`src/rtl/multicycle_sequencer.sv`:
```
// Multicycle instruction sequencer: FETCH/DECODE/EXEC/MEM/WB control FSM with
// an illegal-opcode trap and a retired-instruction counter.
module multicycle_sequencer (
   input  logic        clk,
   input  logic        rst,
   input  logic [6:0]  opcode,
   input  logic        branch_cond,
   input  logic        imem_valid,
   input  logic        dmem_ready,
   input  logic        stall,
   output logic        imem_req,
   output logic        ir_write,
   output logic        dmem_req,
   output logic        dmem_we,
   output logic        reg_write,
   output logic [1:0]  wb_sel,
   output logic        pc_write,
   output logic [1:0]  pc_src,
   output logic [2:0]  state,
   output logic        illegal,
   output logic        retired,
   output logic [31:0] instret
);

   localparam logic [2:0] S_FETCH  = 3'd0;
   localparam logic [2:0] S_DECODE = 3'd1;
   localparam logic [2:0] S_EXEC   = 3'd2;
   localparam logic [2:0] S_MEM    = 3'd3;
   localparam logic [2:0] S_WB     = 3'd4;
   localparam logic [2:0] S_TRAP   = 3'd5;

   localparam logic [6:0] OP_R      = 7'b0110011;
   localparam logic [6:0] OP_I      = 7'b0010011;
   localparam logic [6:0] OP_LOAD   = 7'b0000011;
   localparam logic [6:0] OP_STORE  = 7'b0100011;
   localparam logic [6:0] OP_BRANCH = 7'b1100011;
   localparam logic [6:0] OP_JAL    = 7'b1101111;
   localparam logic [6:0] OP_JALR   = 7'b1100111;
   localparam logic [6:0] OP_LUI    = 7'b0110111;
   localparam logic [6:0] OP_AUIPC  = 7'b0010111;

   logic [2:0]  state_q;
   logic [2:0]  state_d;
   logic [6:0]  op_q;
   logic        illegal_q;
   logic [31:0] instret_q;

   function automatic logic is_supported(input logic [6:0] op);
      logic ok;
      case (op)
         OP_R, OP_I, OP_LOAD, OP_STORE, OP_BRANCH,
         OP_JAL, OP_JALR, OP_LUI, OP_AUIPC: ok = 1'b1;
         default:                           ok = 1'b0;
      endcase
      return ok;
   endfunction

   always_comb begin
      state_d   = state_q;
      imem_req  = 1'b0;
      ir_write  = 1'b0;
      dmem_req  = 1'b0;
      dmem_we   = 1'b0;
      reg_write = 1'b0;
      wb_sel    = 2'b00;
      pc_write  = 1'b0;
      pc_src    = 2'b00;
      retired   = 1'b0;
      // Everything is forced quiet while reset is held, regardless of state_q.
      if (!rst) begin
         case (state_q)
            S_FETCH: begin
               imem_req = !stall;
               if (imem_valid && !stall) begin
                  ir_write = 1'b1;
                  state_d  = S_DECODE;
               end
            end
            S_DECODE: state_d = is_supported(opcode) ? S_EXEC : S_TRAP;
            S_EXEC: begin
               case (op_q)
                  OP_BRANCH: begin
                     pc_write = 1'b1;
                     pc_src   = branch_cond ? 2'b01 : 2'b00;
                     retired  = 1'b1;
                     state_d  = S_FETCH;
                  end
                  OP_JAL, OP_JALR: begin
                     reg_write = 1'b1;
                     wb_sel    = 2'b10;
                     pc_write  = 1'b1;
                     pc_src    = (op_q == OP_JAL) ? 2'b10 : 2'b11;
                     retired   = 1'b1;
                     state_d   = S_FETCH;
                  end
                  OP_LOAD, OP_STORE: state_d = S_MEM;
                  default:           state_d = S_WB;
               endcase
            end
            S_MEM: begin
               dmem_req = 1'b1;
               dmem_we  = (op_q == OP_STORE);
               if (dmem_ready) begin
                  if (op_q == OP_STORE) begin
                     pc_write = 1'b1;
                     retired  = 1'b1;
                     state_d  = S_FETCH;
                  end else begin
                     state_d = S_WB;
                  end
               end
            end
            S_WB: begin
               reg_write = 1'b1;
               wb_sel    = (op_q == OP_LOAD) ? 2'b01 : 2'b00;
               pc_write  = 1'b1;
               retired   = 1'b1;
               state_d   = S_FETCH;
            end
            S_TRAP:  state_d = S_TRAP;
            default: state_d = S_FETCH;
         endcase
      end
   end

   always_ff @(posedge clk) begin
      if (rst) begin
         state_q   <= S_FETCH;
         op_q      <= 7'd0;
         illegal_q <= 1'b0;
         instret_q <= 32'd0;
      end else begin
         state_q <= state_d;
         if (state_q == S_DECODE) op_q <= opcode;
         if (state_d == S_TRAP) illegal_q <= 1'b1;
         if (retired) instret_q <= instret_q + 32'd1;
      end
   end

   assign state   = rst ? 3'd0  : state_q;
   assign illegal = rst ? 1'b0  : illegal_q;
   assign instret = rst ? 32'd0 : instret_q;

endmodule

```
`config.mk`:
```
export PLATFORM = sky130hd
export DESIGN_NAME = multicycle_sequencer
export DESIGN_NICKNAME = d
export VERILOG_FILES = /design/src/rtl/multicycle_sequencer.sv
export SDC_FILE = /design/constraint.sdc
export NUM_CORES = 1
export LEC_CHECK = 0
export BUFFER_PORTS_ARGS = -buffer_cell sky130_fd_sc_hd__buf_2
export CORE_MARGIN = 2
export CORE_UTILIZATION = 58
export DETAILED_ROUTE_END_ITERATION = 10
export HOLD_SLACK_MARGIN = 0.12
export PLACE_DENSITY = 0.86
export SYNTH_ARGS = -nofsm -noshare
export SYNTH_HDL_FRONTEND = slang
export SYNTH_SLANG_ARGS = --single-unit
```
`constraint.sdc`:
```
create_clock -name clk -period 5.1 [get_ports clk]
set_input_delay 0.255 -clock clk [delete_from_list [all_inputs] [get_ports clk]]
set_output_delay 0.255 -clock clk [all_outputs]
set_load 0.01 [all_outputs]
```
==> impl_results.md, run 1 <==
- IO buf count: 59
- Clk_skew: ~6.7 ps
- Netlist cell types: 51
- Final min period: 2437 ps
- Seq cells post-synth: 43
- Num ports: 60
- Startpoint Class: flip-flop
- Htree depth: 2
- Largest net degree at the start of global routing: 52
- Wire per inst: 13.46 µm
- Cell Pwr Density: roughly 210 nW/µm²
- GRT Total Usage: between 20% and 30%
- Post-DP HPWL: approximately 3900 µm
- Via count: between 2,000 and 2,500
- Crit. End Element: primary output
- Leak pwr: 1.185 nW
- Worst Hold Launch: opcode[0]
- Leading post-synthesis cells by cell area: dfxtp_1, nor2b_1, a21oi_1, nor2_1, or3_1
- FF-to-FF End: instret_q[23]$_SDFFE_PP0P_
- Final setup violation count: 0
- Filler cells: 330
- Fin crit share: a little under half
- Total grt overflow: 0
- Hold Violations, Final: 0
- Post-route ant nets: 0
- Post-CTS setup repair buffer count: 0
- Setup CP Type: reg -> out
- Worst-Margin Slew: around 940 ps
- Bufs on Longest Clock Path: 2
- Die ar.: approximately 4800 µm²
- Slew Limit Fails: 0
- RR Startpoint: state_q[0]$_SDFF_PP0_
- Worst skew pair latency: 300 ps
- N_diodes: 0
- Finished Layout Cells: roughly 400
- 1st-iter DRT viols: 115
- Nets: roughly 360
- Die Ht: slightly below 70 µm
- WP data arrival: roughly 2200 ps
- Status: complete, no violations
- Core footprint: roughly 4100 µm²
- Max Fanout on Critical Path: 15
- Commonest non-fill, non-tap cell in the layout: buf_2
- Number of global-route vias before repair: roughly 2,100
- # DRC: 0
- Synth top area share: approximately 35%
- Fin worst setup slack: ~2700 ps
- Mean area per synthesized cell: a little over 8 µm²
- Crit path required time: between 4000 and 5000 ps
- First drt pass iteration count: 4
- Synth Flop Type: dfxtp_1
- Max Cap Viol: 0
- Ys async rst share: 0%
- Hold-fix buffers at CTS: 0
- Worst Hold Depth: 3
- Most frequent cells in the layout: buf_2, dfxtp_1, nor2b_1
- R2R Setup Slk: around 2700 ps
- Hold crit path type: in -> reg
- CTS root buf: clkbuf_8
- Synthesized Nets: roughly 310
- Pre-CTS setup slack: approximately 2800 ps
- Seq/Total Area, Yosys: 34.56%
- RSZ-0062 raised after global routing: false
- Vias/cell: a little under 6
- Clk slew on worst S/H paths: 70 ps
- Crit. Startpoint: state_q[0]$_SDFF_PP0_
- Area Growth Syn to Fin: 13.66%
- Slew Limit Headroom: a little under two fifths
- Starting Density: 61.39%
- Clk sinks: 43
- Placed cell count: between 300 and 400
- Aggregate negative setup slack: 0 ps
- Worst reg2reg path depth: 5
- CTS tree: done
- FP Rows: 23
- Layout cell share with drive strength beyond 1: 23.28%
- Initial antenna violation count: 0
- Synthesized area: ~2500 µm²
- Aggregate routed wire length: around 5400 µm
- CTS buffer count: 5
- Final GP Congestion: between 0.7 and 0.8
- Cell taking the most area after synthesis: dfxtp_1
- First-pass GRT wire length: 9501 µm
- Fmax achieved: roughly 0.41 GHz
- Max VDD drop: about 0.00016 V
- PostCTS Resize Cnt: 0
- Yosys Warn Count: 0
- Syn Inst Count: 300
- EDFF count, synth: 0
- Die W: between 60 and 70 µm
- Worst Hold End: op_q[0]$_SDFFE_PP0N_
-- power breakdown --
part	internal (mW)	leakage, nW	switching, mW
clock network	0.0914	0.0371	0.109
logic	0.0194	0.801	0.0265
registers	0.341	0.347	0.00664
total	0.452	1.19	0.142
-- layout make-up --
type	instances	area [µm²]	area share, %
multi-input combinational	230	1495	52.81
sequential	43	860.8	30.40
timing repair buffer	61	310.3	10.96
clock buffer	6	72.57	2.563
tap	50	62.56	2.209
inverter	8	30.03	1.061
-- synth_stat cells, types with 3 or more instances --
cell       n
nand4_1    3
nand3_1    7
mux2_2     3
or3_1     13
o311ai_0   3
or4_1      9
o31ai_2    3
dfxtp_1   43
nor3b_1    4
clkbuf_1   9
nor2b_1   33
xor2_1     6
mux2i_1    8
o31ai_1    8
nand2_1   20
buf_4      4
o21ai_0   15
buf_2      3
and3_1     6
a21oi_1   24
nor2_1    29
inv_1      8
nor3_1     4
-- per-stage QoR --
| stage | hold WS (ps) | util, % | area [µm²] | total power, mW |
|---|---|---|---|---|
| 6_report | 210.4 | 69.78 | 2831 | 0.5940 |
| 5_1_grt | 230.9 | 69.78 | 2831 | 0.6165 |
| 4_1_cts | 202.5 | 69.78 | 2831 | 0.5988 |
| 3_5_place_dp | 464.3 | 67.99 | 2759 | 0.4010 |
| 3_3_place_gp | 458.9 | 67.99 | 2759 | 0.3999 |
| 2_1_floorplan | 402.4 | - | 2491 | 0.3873 |
-- cells by family (layout without fill, tap and decap cells) --
kind of cell    count (synthesis)  count (layout)  synth area share, %
simple gates                  151             151                37.32
fa+ha+maj                       1               1               0.5022
xor+xnor                        7               7                2.461
flops                          43              43                34.56
compound gates                 60              60                15.17
buf+inv                        27              75                5.424
mux                            11              11                4.571
-- state kept, by name, indices dropped and copies added, names as in the netlist --
register   cells
state_q        3
illegal_q      1
instret_q     32
op_q           7
-- worst max-delay path: stages, from the launching register on --
cell	delay, ps
dfxtp_1	570
and4bb_1	240
and3b_1	290
nor3_4	510
nor2_1	100
buf_2	180
-- worst max-delay path by stage --
stage	to	depth (start not counted)
finish	retired	5
global placement	instret_q[7]$_SDFFE_PP0P_	5
floorplan	retired	7
detailed placement	instret_q[23]$_SDFFE_PP0P_	5
CTS	retired	5
global route	pc_write	5
-- per-layer routing --
layer	vias to the layer above	part of all wire (%)	global-route usage, %
met3	9	5.2	5.378
met5	-	0	0
met1	1086	45	29.56
met4	0	1.6	8.715
met2	81	48	38.78
li1	1174	-	-
No activity file was read; power rests on OpenSTA's default activity.
==> inputs of run 2 (changes only) <==
--- a/config.mk
+++ b/config.mk
@@ -7,10 +7,10 @@
 export LEC_CHECK = 0
 export BUFFER_PORTS_ARGS = -buffer_cell sky130_fd_sc_hd__buf_2
 export CORE_MARGIN = 2
-export CORE_UTILIZATION = 58
+export CORE_UTILIZATION = 53
 export DETAILED_ROUTE_END_ITERATION = 10
 export HOLD_SLACK_MARGIN = 0.12
-export PLACE_DENSITY = 0.86
+export PLACE_DENSITY = 0.79
 export SYNTH_ARGS = -nofsm -noshare
 export SYNTH_HDL_FRONTEND = slang
 export SYNTH_SLANG_ARGS = --single-unit
==> constraint.sdc (replaced) <==
create_clock -name clk -period 2.45 [get_ports clk]
set_input_delay 0.1225 -clock clk [delete_from_list [all_inputs] [get_ports clk]]
set_output_delay 0.1225 -clock clk [all_outputs]
set_load 0.01 [all_outputs]
==> impl_results.md, run 2 (synthesis results as in run 1) <==
- Most frequent cells in the layout: buf_2, dfxtp_1, nor2b_1
- Die ar.: roughly 5300 µm²
- Hold Violations, Final: 0
- Clock share of power: 34.5%
- FF-to-FF End: instret_q[31]$_SDFFE_PP0P_
- # DRC: 0
- Die Ht: around 73 µm
- Most flop-heavy register: instret_q
- RR Startpoint: state_q[1]$_SDFF_PP0_
- Aggregate routed wire length: 5409 µm
- Sw Pwr: between 0.3 and 0.4 mW
- Worst Hold Depth: 4
- Layout cell share with drive strength beyond 1: about a quarter
- Switching part of the total: ~25%
- Crit. Startpoint: state_q[1]$_SDFF_PP0_
- Starting Density: a little under three fifths
- Critical path depth: 6
- Leak pwr: between 1 and 1.5 nW
- PostCTS Resize Cnt: 0
- N_diodes: 0
- Buffer and inverter count on the worst path: 1
- FP Rows: 24
- Hold crit path type: in -> reg
- Crit. End Element: flip-flop
- Worst path cell trace: and4bb_1, and3b_1, o31ai_2, buf_4, or4_1, a21oi_1
- Max Cap Viol: 0
- Cell Pwr Density: ~430 nW/µm²
- Worst-Margin Slew: roughly 720 ps
- Post-route ant nets: 0
- Number of global-route vias before repair: 1,988
- IO buf count: just under 60
- Fmax achieved: approximately 0.45 GHz
- Max Fanout on Critical Path: 16
- Fin crit share: 90.97%
- R2R Setup Slk: between 200 and 250 ps
- Slowest cell on crit path: dfxtp_1
- Aggregate negative setup slack: 0 ps
- Final min period: between 2000 and 2500 ps
- Htree depth: 2
- Top cell family by delay on the critical path: simple AND/OR/NAND/NOR gates
- Startpoint Class: flip-flop
- Clk slew on worst S/H paths: roughly 80 ps
- Nets: about 370
- Combinational power share: under 10%
- Final GP Congestion: between 0.8 and 0.9
- Core footprint: 4444 µm²
- Status: complete, no violations
- RSZ-0062 raised after global routing: false
- Critical Path Max Stage Delay: 550 ps
- Post-DP HPWL: just under 4000 µm
- Die W: ~73 µm
- Final setup violation count: 0
- Bufs on Longest Clock Path: 2
- CTS root buf: clkbuf_8
- First drt pass iteration count: 4
- WP data arrival: about 2500 ps
- Total power: between 1 and 1.5 mW
- Total grt overflow: 0
- Seq pwr share: between 50% and 60%
- Filler cells: just under 400
- Via count: roughly 2,300
- Num ports: 60
- Worst skew pair latency: roughly 300 ps
- Initial antenna violation count: 0
- 1st-iter DRT viols: 120
- Top Registers: instret_q (32), op_q (7), state_q (3)
- Slew Limit Fails: 0
- Area Growth Syn to Fin: 18.63%
- Worst reg2reg path depth: 6
- First-pass GRT wire length: roughly 9000 µm
- P_int: 0.9645 mW
- Wire per inst: between 10 and 15 µm
- CTS tree: done
- Max reg flops: 32
- Slew Limit Headroom: between 50% and 60%
- Vias/cell: approximately 5.7
- Crit path required time: 2670 ps
- CTS buffer count: 5
- CP Capture Point: instret_q[31]$_SDFFE_PP0P_
- Max VDD drop: roughly 0.00040 V
- GRT Total Usage: around 21%
- Commonest non-fill, non-tap cell in the layout: buf_2
- Clk_skew: 10.38 ps
- Largest net degree at the start of global routing: 49
- Setup CP Type: reg -> reg
- Clk sinks: 43
## run 2: tightest hold or removal path, stage by stage
cell     delay, ps
buf_2           90
mux2_2         140
or2_2          100
a21oi_1         50
## run 2: worst min path at each step
stage	startpoint	end	slack, ps
after global placement	opcode[1]	op_q[1]$_SDFFE_PP0N_	380
after detailed placement	opcode[4]	op_q[4]$_SDFFE_PP0N_	390
after floorplan	opcode[0]	op_q[0]$_SDFFE_PP0N_	270
after global routing	dmem_ready	state_q[1]$_SDFF_PP0_	260
after CTS	dmem_ready	state_q[0]$_SDFF_PP0_	240
final	dmem_ready	state_q[1]$_SDFF_PP0_	250
## run 2: final cells by class
cell class	count	area (µm²)	share of cell area [%]
tap	52	65.06	2.202
clock inverter	1	5.005	0.1693
timing repair buffer	72	422.9	14.31
clock buffer	7	76.32	2.583
sequential	43	860.8	29.13
multi-input combinational	230	1495	50.59
inverter	8	30.03	1.016
## run 2: metal layers
| metal | part of all wire, % | vias to the layer above | global-route usage [%] |
|---|---|---|---|
| met4 | 1.5 | 0 | 8.025 |
| met3 | 3.4 | 8 | 3.889 |
| met1 | 46 | 1097 | 27.71 |
| met2 | 49 | 47 | 35.66 |
| met5 | 0 | - | 0 |
| li1 | - | 1189 | - |
## run 2: stage by stage
step | utilization, % | instance area (µm²) | cells | hold WS [ps] | worst slack, ps
after floorplan | - | 2491 | 300 | 269.9 | 627.3
after global placement | 63.09 | 2804 | 398 | 380.7 | 330.0
after detailed placement | 63.09 | 2804 | 398 | 393.9 | 253.5
after CTS | 66.50 | 2955 | 413 | 240.9 | 209.8
after global routing | 66.50 | 2955 | 413 | 255.8 | 50.24
final | 66.50 | 2955 | 413 | 252.8 | 221.1
## run 2: power by group through the flow
stage | combinational, mW | sequential, mW | clock [mW]
global route | 0.129 | 0.722 | 0.481
detailed placement | 0.109 | 0.737 | 0
CTS | 0.117 | 0.720 | 0.451
global placement | 0.106 | 0.736 | 0
floorplan | 0.0737 | 0.733 | 0
finish | 0.117 | 0.721 | 0.441
## run 2: what timing repair did
action                                 CTS  global route
hold buffers                             7             0
endpoints found under the hold margin    7             0
setup buffers                            0             0
==> inputs of run 3 (changes only) <==
--- a/config.mk
+++ b/config.mk
@@ -5,12 +5,13 @@
 export SDC_FILE = /design/constraint.sdc
 export NUM_CORES = 1
 export LEC_CHECK = 0
+export ABC_AREA = 1
 export BUFFER_PORTS_ARGS = -buffer_cell sky130_fd_sc_hd__buf_2
 export CORE_MARGIN = 2
-export CORE_UTILIZATION = 53
+export CORE_UTILIZATION = 55
 export DETAILED_ROUTE_END_ITERATION = 10
 export HOLD_SLACK_MARGIN = 0.12
-export PLACE_DENSITY = 0.79
+export PLACE_DENSITY = 0.8
 export SYNTH_ARGS = -nofsm -noshare
 export SYNTH_HDL_FRONTEND = slang
 export SYNTH_SLANG_ARGS = --single-unit
==> impl_results.md, run 3 <==
- Post-route ant nets: 0
- PostCTS Resize Cnt: 0
- Status: complete, no violations
- Crit path required time: 2330 ps
- Leading post-synthesis cells by cell area: dfxtp_1, nand2_1, nor2_1, inv_1, a21oi_1
- Number of global-route vias before repair: roughly 2,600
- Die Ht: 75.80 µm
- Cell taking the most area after synthesis: dfxtp_1
- Max Fanout on Critical Path: 18
- CTS buffer count: 5
- Final GP Congestion: 0.9422
- Commonest non-fill, non-tap cell in the layout: nand2_1
- IO buf count: slightly below 60
- Placed Instance Area: between 3000 and 4000 µm²
- Ys async rst share: 0%
- Bufs on Longest Clock Path: 2
- Nets: 549
- Seq cells post-synth: 43
- CTS root buf: clkbuf_8
- First drt pass iteration count: 5
- Synth top area share: between 30% and 40%
- Max reg flops: 32
- Top-count cell post-synth: nand2_1
- Wire per inst: around 12 µm
- Synth cell count leaders: nand2_1, nor2_1, inv_1
- Syn Inst Count: 475
- Netlist cell types: 33
- 1st-iter DRT viols: about 240
- Max VDD drop: slightly below 0.0003 V
- Fin crit share: between 80 and 90%
- Synthesized Nets: a little under 500
- Mean area per synthesized cell: 5.969 µm²
- Top Registers: instret_q (32), op_q (7), state_q (3)
- Seq/Total Area, Yosys: a little under a third
- Htree depth: 2
- Hold Violations, Final: 0
- Hold slack final: around 140 ps
- Yosys Warn Count: 0
- Final min period: between 1500 and 2000 ps
- Final setup violation count: 0
- EDFF count, synth: 0
- Hold crit path type: in -> reg
- Top cell family by delay on the critical path: simple AND/OR/NAND/NOR gates
- Die ar.: 5745 µm²
- Slew Limit Headroom: between 50 and 60%
- First-pass GRT wire length: between 10,000 and 15,000 µm
- Critical Path Max Stage Delay: 320 ps
- Clk sinks: between 40 and 50
- Post-DP HPWL: ~5300 µm
- Clk_skew: between 7 and 8 ps
- GRT Total Usage: 25.59%
- Aggregate routed wire length: between 7000 and 8000 µm
- Startpoint Class: flip-flop
- Vias/cell: about 5.0
- CTS tree: done
- Die W: roughly 76 µm
- Finished Cell Area: 3296 µm²
- Synth Flop Type: dfxtp_1
- Max Cap Viol: 0
- Num ports: 60
- Total grt overflow: 0
- Initial antenna violation count: 0
- Starting Density: between 50% and 60%
- Final core occ: between 60% and 70%
- Area Growth Syn to Fin: 16.24%
- # DRC: 0
- RSZ-0062 raised after global routing: false
- Setup CP Type: reg -> out
- Worst path cell trace: inv_1, nand2_1, nor2_1, nand3_2, nand3_4, nand2_8, inv_8, buf_2
- Cell Pwr Density: approximately 420 nW/µm²
- Synthesized area: between 2000 and 3000 µm²
- Layout cell share with drive strength beyond 1: 17.91%
- Via count: 3,060
- Slew Limit Fails: 0
- Leak pwr: approximately 1.4 nW
- Aggregate negative setup slack: 0 ps
- Largest net degree at the start of global routing: 63
- Clk slew on worst S/H paths: around 90 ps
- Fmax achieved: 0.5043 GHz
- Buffer and inverter count on the worst path: 3
- Worst skew pair latency: about 300 ps
- N_diodes: 0
- Core footprint: about 5000 µm²
- WP data arrival: between 1500 and 2000 ps
- Most frequent cells in the layout: nand2_1, nor2_1, buf_2
- Crit. End Element: primary output
- Worst-Margin Slew: between 600 and 700 ps
- Most flop-heavy register: instret_q
- Slowest cell on crit path: dfxtp_1
- FP Rows: 26
run 3: cell types whose count changed after synthesis, moves of 6 or more:
cell     before  now
a21oi_2       0    7
and3_1        6    0
inv_1         8   58
mux2i_1       8    0
nand2_1      20  134
nand2_2       1    7
nand3_1       7   15
nor2_1       29  103
nor2b_1      33    0
nor3_1        4   18
o21ai_1       0    6
o31ai_1       8    0
or3_1        13    0
or4_1         9    0
run 3: layout make-up:
type                       instances  area (µm²)
multi-input combinational        357        1647
inverter                          62       240.2
clock buffer                       8       100.1
fill                             486        1747
sequential                        43       860.8
tap                               70       87.58
timing repair buffer              66       360.3
run 3: power breakdown:
| group | internal, mW | switching (mW) |
|---|---|---|
| logic | 0.0445 | 0.0893 |
| registers | 0.714 | 0.0144 |
| clock network | 0.258 | 0.251 |
| total | 1.02 | 0.354 |
run 3: cells by family after synthesis:
kind of cell	Yosys count	synth area share, %
DFF	43	30.36
buffers and inverters	75	11.56
AOI/OAI and AO/OA	54	10.77
and+or+nand+nor	293	44.09
adders and majority gates	1	0.4412
xor gates and xnor gates	9	2.780
run 3: timing repair:
item,in CTS,in global routing
hold buffers,5,0
hold endpoints to repair,5,0
setup buffers,0,0
run 3: per-layer routing:
metal / global-route usage (%) / wire, µm
met2: 44.92 / 3378
met1: 32.88 / 3185
met5: 0 / 0
met3: 3.704 / 415
met4: 6.238 / 65
run 3: metrics by stage:
step	setup WS, ps	total power, mW	std cells
finish	467.0	1.371	606
global route	323.0	1.422	606
global placement	793.7	0.8687	593
detailed placement	763.8	0.8712	593
CTS	446.5	1.380	606
floorplan	998.5	0.8401	475
run 3: worst min-delay path: cells and delay by family:
family / cells / cell delay, ps
buffers and inverters: 1 / 90
AOI/OAI and AO/OA: 2 / 190
run 3: worst paths after layout:
kind / start / to / slack, ps / cells past startpoint
worst max register to register: instret_q[1]$_SDFFE_PP0P_ / instret_q[14]$_SDFFE_PP0P_ / 680 / 9
worst min register to register: illegal_q$_SDFFE_PP0N_ / illegal_q$_SDFFE_PP0N_ / 470 / 2
worst max-delay path: op_q[4]$_SDFFE_PP0N_ / retired / 470 / 8
worst min-delay path: opcode[3] / op_q[3]$_SDFFE_PP0N_ / 140 / 3
